## src/rtl/seq_mult_pkg.sv

```systemverilog
// Shared definitions for the sequential multiplier: FSM state encoding and
// default operand width / multiplier bits retired per cycle.
package seq_mult_pkg;

    localparam int STATE_W                = 2;
    localparam int DEFAULT_WIDTH          = 32;
    localparam int DEFAULT_BITS_PER_CYCLE = 1;

    typedef enum logic [STATE_W-1:0] {
        IDLE = 2'd0,
        CALC = 2'd1,
        FIX  = 2'd2,
        DONE = 2'd3
    } state_e;

endpackage

```

## src/rtl/mult_step.sv

```systemverilog
// One shift-add step: adds BITS_PER_CYCLE shifted copies of |A| into the upper
// partial sum and returns the new upper sum plus the retired low bits.
module mult_step
    import seq_mult_pkg::*;
#(
    parameter int WIDTH          = DEFAULT_WIDTH,
    parameter int BITS_PER_CYCLE = DEFAULT_BITS_PER_CYCLE
) (
    input  logic [WIDTH-1:0]          psum_i,
    input  logic [WIDTH-1:0]          mag_a_i,
    input  logic [BITS_PER_CYCLE-1:0] bits_i,
    output logic [WIDTH-1:0]          psum_o,
    output logic [BITS_PER_CYCLE-1:0] low_o
);

    localparam int SUM_W = WIDTH + BITS_PER_CYCLE;

    logic [SUM_W-1:0] sum_s;

    // Accumulate the selected partial products on top of the current upper sum
    always_comb begin
        sum_s = SUM_W'(psum_i);
        for (int k = 0; k < BITS_PER_CYCLE; k++) begin
            if (bits_i[k]) begin
                sum_s = sum_s + (SUM_W'(mag_a_i) << k);
            end else begin
                sum_s = sum_s;
            end
        end
    end

    assign psum_o = sum_s[SUM_W-1:BITS_PER_CYCLE];
    assign low_o  = sum_s[BITS_PER_CYCLE-1:0];

endmodule

```

## src/rtl/seq_mult_unit.sv

```systemverilog
// Multi-cycle signed/unsigned multiplier with {HI,LO} result register.
// Define SEQ_MULT_ACC_EN to build the multiply-accumulate path driven by acc_en.
module seq_mult_unit
    import seq_mult_pkg::*;
#(
    parameter int WIDTH          = DEFAULT_WIDTH,
    parameter int BITS_PER_CYCLE = DEFAULT_BITS_PER_CYCLE
) (
    input  logic               clk,
    input  logic               rst_n,
    input  logic               start,
    input  logic               signed_op,
    input  logic               acc_en,
    input  logic               flush,
    input  logic [WIDTH-1:0]   srcA,
    input  logic [WIDTH-1:0]   srcB,
    output logic               ready,
    output logic               busy,
    output logic               done,
    output logic [2*WIDTH-1:0] result
);

    localparam int N     = WIDTH / BITS_PER_CYCLE;
    localparam int CNT_W = (N > 1) ? $clog2(N) : 1;
    localparam logic [CNT_W-1:0] LAST_CNT = CNT_W'(N - 1);

    state_e               state_q, state_d;
    logic [CNT_W-1:0]     cnt_q, cnt_d;
    logic [WIDTH-1:0]     hi_q, hi_d;
    logic [WIDTH-1:0]     lo_q, lo_d;
    logic [WIDTH-1:0]     mag_a_q, mag_a_d;
    logic                 neg_q, neg_d;
    logic [2*WIDTH-1:0]   result_q, result_d;
    logic                 ready_q, ready_d;
    logic                 busy_q, busy_d;
    logic                 done_q, done_d;

    logic [WIDTH-1:0]                step_psum_s;
    logic [BITS_PER_CYCLE-1:0]       step_low_s;
    logic [WIDTH+BITS_PER_CYCLE-1:0] lo_shift_s;
    logic [2*WIDTH-1:0]              product_s;
    logic [2*WIDTH-1:0]              fixed_s;
    logic [2*WIDTH-1:0]              result_next_s;

    mult_step #(
        .WIDTH          (WIDTH),
        .BITS_PER_CYCLE (BITS_PER_CYCLE)
    ) u_step (
        .psum_i  (hi_q),
        .mag_a_i (mag_a_q),
        .bits_i  (lo_q[BITS_PER_CYCLE-1:0]),
        .psum_o  (step_psum_s),
        .low_o   (step_low_s)
    );

    // Retired product bits enter at the top of LO as the multiplier shifts out
    assign lo_shift_s = {step_low_s, lo_q} >> BITS_PER_CYCLE;
    assign product_s  = {hi_q, lo_q};
    assign fixed_s    = neg_q ? -product_s : product_s;

`ifdef SEQ_MULT_ACC_EN
    logic acc_q, acc_d;
    assign result_next_s = acc_q ? (result_q + fixed_s) : fixed_s;
`else
    logic unused_acc_s;
    assign unused_acc_s  = acc_en;
    assign result_next_s = fixed_s;
`endif

    // Next-state and datapath control; flush overrides everything else
    always_comb begin
        state_d  = state_q;
        cnt_d    = cnt_q;
        hi_d     = hi_q;
        lo_d     = lo_q;
        mag_a_d  = mag_a_q;
        neg_d    = neg_q;
        result_d = result_q;
        ready_d  = ready_q;
        busy_d   = busy_q;
        done_d   = 1'b0;
`ifdef SEQ_MULT_ACC_EN
        acc_d    = acc_q;
`endif
        if (flush) begin
            state_d = IDLE;
            cnt_d   = '0;
            ready_d = 1'b1;
            busy_d  = 1'b0;
        end else begin
            case (state_q)
                IDLE: begin
                    if (start) begin
                        state_d = CALC;
                        cnt_d   = '0;
                        hi_d    = '0;
                        mag_a_d = (signed_op && srcA[WIDTH-1]) ? -srcA : srcA;
                        lo_d    = (signed_op && srcB[WIDTH-1]) ? -srcB : srcB;
                        neg_d   = signed_op & (srcA[WIDTH-1] ^ srcB[WIDTH-1]);
`ifdef SEQ_MULT_ACC_EN
                        acc_d   = acc_en;
`endif
                        ready_d = 1'b0;
                        busy_d  = 1'b1;
                    end else begin
                        ready_d = 1'b1;
                        busy_d  = 1'b0;
                    end
                end
                CALC: begin
                    hi_d = step_psum_s;
                    lo_d = lo_shift_s[WIDTH-1:0];
                    if (cnt_q == LAST_CNT) begin
                        state_d = FIX;
                        cnt_d   = '0;
                    end else begin
                        cnt_d   = cnt_q + CNT_W'(1);
                    end
                end
                FIX: begin
                    state_d  = DONE;
                    result_d = result_next_s;
                    done_d   = 1'b1;
                end
                DONE: begin
                    state_d = IDLE;
                    ready_d = 1'b1;
                    busy_d  = 1'b0;
                end
                default: begin
                    state_d = IDLE;
                    ready_d = 1'b1;
                    busy_d  = 1'b0;
                end
            endcase
        end
    end

    // State, datapath and output registers
    always_ff @(posedge clk or negedge rst_n) begin
        if (!rst_n) begin
            state_q  <= IDLE;
            cnt_q    <= '0;
            hi_q     <= '0;
            lo_q     <= '0;
            mag_a_q  <= '0;
            neg_q    <= 1'b0;
            result_q <= '0;
            ready_q  <= 1'b1;
            busy_q   <= 1'b0;
            done_q   <= 1'b0;
`ifdef SEQ_MULT_ACC_EN
            acc_q    <= 1'b0;
`endif
        end else begin
            state_q  <= state_d;
            cnt_q    <= cnt_d;
            hi_q     <= hi_d;
            lo_q     <= lo_d;
            mag_a_q  <= mag_a_d;
            neg_q    <= neg_d;
            result_q <= result_d;
            ready_q  <= ready_d;
            busy_q   <= busy_d;
            done_q   <= done_d;
`ifdef SEQ_MULT_ACC_EN
            acc_q    <= acc_d;
`endif
        end
    end

    assign ready  = ready_q;
    assign busy   = busy_q;
    assign done   = done_q;
    assign result = result_q;

endmodule

```

## config.mk

```make
export PLATFORM = sky130hd
export DESIGN_NAME = seq_mult_unit
export DESIGN_NICKNAME = d
export VERILOG_FILES = /design/src/rtl/seq_mult_pkg.sv /design/src/rtl/mult_step.sv /design/src/rtl/seq_mult_unit.sv
export SDC_FILE = /design/constraint.sdc
export NUM_CORES = 1
export LEC_CHECK = 0
export ABC_CLOCK_PERIOD_IN_PS = 6400
export CAP_MARGIN = 25
export CORE_AREA = 3 3 147 149
export CTS_BUF_LIST = sky130_fd_sc_hd__clkbuf_16
export DETAILED_ROUTE_END_ITERATION = 10
export DIE_AREA = 0 0 150 152
export DONT_BUFFER_PORTS = 1
export PLACE_DENSITY_LB_ADDON = 0.05
export SETUP_SLACK_MARGIN = 0.15
export SLEW_MARGIN = 20
export SYNTH_ARGS = -nofsm -noshare
export SYNTH_HDL_FRONTEND = slang
export SYNTH_SLANG_ARGS = --single-unit
export TNS_END_PERCENT = 1
```

## constraint.sdc

```tcl
create_clock -name clk -period 6.4 [get_ports clk]
set_input_delay 1.28 -clock clk [delete_from_list [all_inputs] [get_ports clk]]
set_output_delay 1.28 -clock clk [all_outputs]
set_load 0.03 [all_outputs]
```

==> flow_summary.json <==
{
  "run_status": "complete, no violations",
  "post_cts.repair.setup_buffers": 0,
  "timing.final.crit_period_ns": 3.81,
  "number_of_nets_in_the_synthesized_netlist": 1461,
  "cts_max_level": 4,
  "commonest_non_fill_non_tap_cell_in_the_layout": "sky130_fd_sc_hd__nand2_1",
  "yosys_most_used_dff": "sky130_fd_sc_hd__dfrtp_1",
  "cts_root_buffer": "sky130_fd_sc_hd__clkbuf_16",
  "dr_total_vias": 9301,
  "post-dp-hpwl_um": 21400,
  "cp-start-kind": "register",
  "placed_cells": 1551,
  "groute.usage.overall": 0.251,
  "max_stage_delay_ns": 0.63,
  "clock_tree_from_tritoncts": "yes",
  "floorplan.die_area_um2": 22800,
  "finalWirelength_um": 28600,
  "critical_path.endpoint_type": "register",
  "worstPathCellList": "inv_1 -> ha_1 -> or4b_1 -> or3_1 -> or3_1 -> or4_4 -> o41ai_2 -> xor2_1 -> o21ai_1",
  "place_congestion": 0.956,
  "tightest_slew_ns": 0.968,
  "post_detailed_route_via_to_cell_ratio": 5.88,
  "ios": 137,
  "layout.cells.non_filler": 1583,
  "buffer_ports.inserted": 0,
  "achievable-frequency_ghz": 0.263,
  "summed_instance_area_of_the_synthesized_netlist_um2": 11200,
  "placement_rows": 52,
  "drtIter0Drc": 793,
  "setup_total_negative_slack_ns": 0,
  "timing_worst_setup_path_type": "reg -> reg",
  "post_synth_inst_count": 1349,
  "yosysSeqAreaShare": 0.381,
  "power-per-cell-area_nw_per_um2": 488,
  "areaGrowthSynthToFinish_pct": 6.22,
  "whs_ns": 0.488,
  "synth_cell_types": 59,
  "cts.hold.buffers_added": 0,
  "synth_top_area_share": 0.378,
  "worst_clock_skew_ns": 0.0145,
  "number_of_antenna_violations_at_the_first_check_in_global_routing": 0,
  "slew_headroom": 0.355,
  "seqCellArea_um2": 4280,
  "floorplan.initialDensity": 0.554,
  "cts-root-to-sink-buffers": 2,
  "ys_async_sr_fraction": 1.00,
  "ys_top_cells_by_area": "sky130_fd_sc_hd__dfrtp_1, sky130_fd_sc_hd__o21ai_0, sky130_fd_sc_hd__nand2_1",
  "drcViolationCount": 0,
  "core_area_um2": 20300,
  "final_layout_size_suffix_gt1_frac": 0.0503,
  "grt_first_pass_wirelength_um": 46200,
  "critical_path.max_fanout": 16,
  "commonest_cells_after_routing_fill_and_taps_aside": "sky130_fd_sc_hd__nand2_1, sky130_fd_sc_hd__o21ai_0, sky130_fd_sc_hd__dfrtp_1, sky130_fd_sc_hd__a21oi_1, sky130_fd_sc_hd__xor2_1",
  "final_number_of_max_transition_violations": 0,
  "cellLeakagePower_nw": 5.10,
  "ys_ff_latch": 171,
  "grt_start_max_net_pins": 172,
  "skew_pair_late_insertion_delay_ns": 0.44,
  "postSynthAreaPerCell_um2": 8.33,
  "synth.yosys.warnings": 0,
  "numCtsBuffers": 17,
  "postRouteAntennaNets": 0,
  "setup_viol_count_final": 0,
  "fp.dieH_um": 152,
  "nNetsFinal": 1412,
  "start_of_the_worst_register_to_register_path": "lo_q[0]",
  "num_antenna_cells": 0,
  "clock_sinks": 171,
  "fin_crit_sh": 0.595,
  "cp_data_required_time_ns": 6.68,
  "cp-startpoint": "lo_q[0]",
  "critical_path_arrival_ns": 4.09,
  "max_cap_viol_count": 0,
  "crit_path_slowest_cell": "sky130_fd_sc_hd__dfrtp_1",
  "count_of_flip_flops_with_a_built_in_enable_after_synthesis": 0,
  "timing.final.hold_violations": 0,
  "n_fill_cell": 1881,
  "setup.reg_to_reg.worst_slack_ns": 2.59,
  "die_width_um": 150,
  "vdd_drop_max_v": 0.000281,
  "clkTransAtPathRegs_ns": 0.07,
  "final_util": 0.588,
  "timing.critical_path.mode_cell": "sky130_fd_sc_hd__or3_1",
  "drt_pass1_iterations": 5,
  "post-synth-top-area-cell": "sky130_fd_sc_hd__dfrtp_1",
  "drt_wl_cell_um": 18.1,
  "grt_setup_unrepaired": "no",
  "cts.repair.resized": 0,
  "worst_hold_startpoint": "mag_a_q[15]",
  "first_global_vias": 8659,
  "hold_class": "reg -> reg",
  "grt_overflow": 0,
  "area_of_the_multi_input_gates_um2": 6580
}
[flip-flops by register name, summed over array words and instances, names as in the netlist]
name / flops
result: 64
hi_q: 32
lo_q: 32
mag_a_q: 32
cnt_q: 5
state_q: 2
busy: 1
done: 1
neg_q: 1
ready: 1
[synth_stat cells, types with 2 or more instances]
library cell,n
sky130_fd_sc_hd__o22ai_1,6
sky130_fd_sc_hd__o311ai_0,2
sky130_fd_sc_hd__or3b_2,2
sky130_fd_sc_hd__xor2_1,90
sky130_fd_sc_hd__o31ai_1,25
sky130_fd_sc_hd__mux2_2,2
sky130_fd_sc_hd__and2_1,8
sky130_fd_sc_hd__or4_4,3
sky130_fd_sc_hd__a21o_1,8
sky130_fd_sc_hd__o41ai_1,15
sky130_fd_sc_hd__or2_2,9
sky130_fd_sc_hd__nor4b_1,2
sky130_fd_sc_hd__inv_1,26
sky130_fd_sc_hd__mux2i_1,13
sky130_fd_sc_hd__o2111ai_1,2
sky130_fd_sc_hd__o41ai_2,4
sky130_fd_sc_hd__a21oi_1,96
sky130_fd_sc_hd__a221oi_1,4
sky130_fd_sc_hd__nor2_1,69
sky130_fd_sc_hd__nand2_1,215
sky130_fd_sc_hd__nor4_1,8
sky130_fd_sc_hd__a22oi_1,20
sky130_fd_sc_hd__o21a_1,10
sky130_fd_sc_hd__nand4_1,12
sky130_fd_sc_hd__clkbuf_1,74
sky130_fd_sc_hd__or3_1,27
sky130_fd_sc_hd__ha_1,41
sky130_fd_sc_hd__o211ai_1,13
sky130_fd_sc_hd__dfrtp_1,170
sky130_fd_sc_hd__a211o_1,3
sky130_fd_sc_hd__and3_1,9
sky130_fd_sc_hd__o21ai_0,183
sky130_fd_sc_hd__a22o_1,3
sky130_fd_sc_hd__nand2b_1,13
sky130_fd_sc_hd__nor3_1,31
sky130_fd_sc_hd__nor2b_1,10
sky130_fd_sc_hd__o31a_1,2
sky130_fd_sc_hd__or4_1,10
sky130_fd_sc_hd__a31oi_1,12
sky130_fd_sc_hd__xnor2_1,52
sky130_fd_sc_hd__nand3_1,21
sky130_fd_sc_hd__o21ai_1,7
[routing by layer]
metal,GRT usage,share of wire,vias up
met5,0,0,-
met4,0.0479,0.0064,0
met3,0.0581,0.087,17
met2,0.328,0.39,298
met1,0.416,0.52,4283
li1,-,-,4703
[worst paths after layout]
path,to,depth (start not counted)
max,result[58],9
min,mag_a_q[15],2
max reg2reg,result[58],9
min reg2reg,mag_a_q[15],2
max in group asynchronous,ready,0
min in group asynchronous,result[11],0
[power breakdown]
group | leakage, nW | switching (mW) | internal, mW
sequential | 2.22 | 0.947 | 1.52
combinational | 2.60 | 1.41 | 0.904
clock | 0.287 | 0.495 | 0.554
[per-stage QoR]
step	power [mW]	area (um^2)	worst slack, ns
after floorplan	4.10	11200	3.14
after global routing	6.31	11900	2.43
after global placement	4.72	11400	2.67
final	5.83	11900	2.59
after CTS	5.83	11900	2.62
after detailed placement	4.77	11400	2.63
[kinds of logic (layout without fill, tap and decap cells)]
family                     after synthesis  in the layout  synth area share
and+or+nand+nor                        454            454             0.188
DFF                                    171            171             0.381
AOI/OAI and AO/OA                      423            423             0.225
adders and majority gates               42             42            0.0474
xor gates and xnor gates               142            142             0.111
buffers and inverters                  102             66            0.0348
muxes                                   15             15            0.0136
[worst max-delay path, delay by kind of cell (launching register included)]
kind | cells | cell delay [ns]
buf+inv | 1 | 0.30
simple gates | 4 | 1.97
xor+xnor | 1 | 0.18
flops | 1 | 0.63
fa+ha+maj | 1 | 0.24
compound gates | 2 | 0.34
[cell type report]
| cell class | instances | share of cell area |
|---|---|---|
| Multi-Input combinational cell | 1076 | 0.551 |
| Timing Repair Buffer | 8 | 0.00503 |
| Inverter | 26 | 0.00817 |
| Clock inverter | 15 | 0.0133 |
| Clock buffer | 17 | 0.0356 |
| Tap cell | 270 | 0.0283 |
| Sequential cell | 171 | 0.359 |
Power figures use the tool's default switching activity.
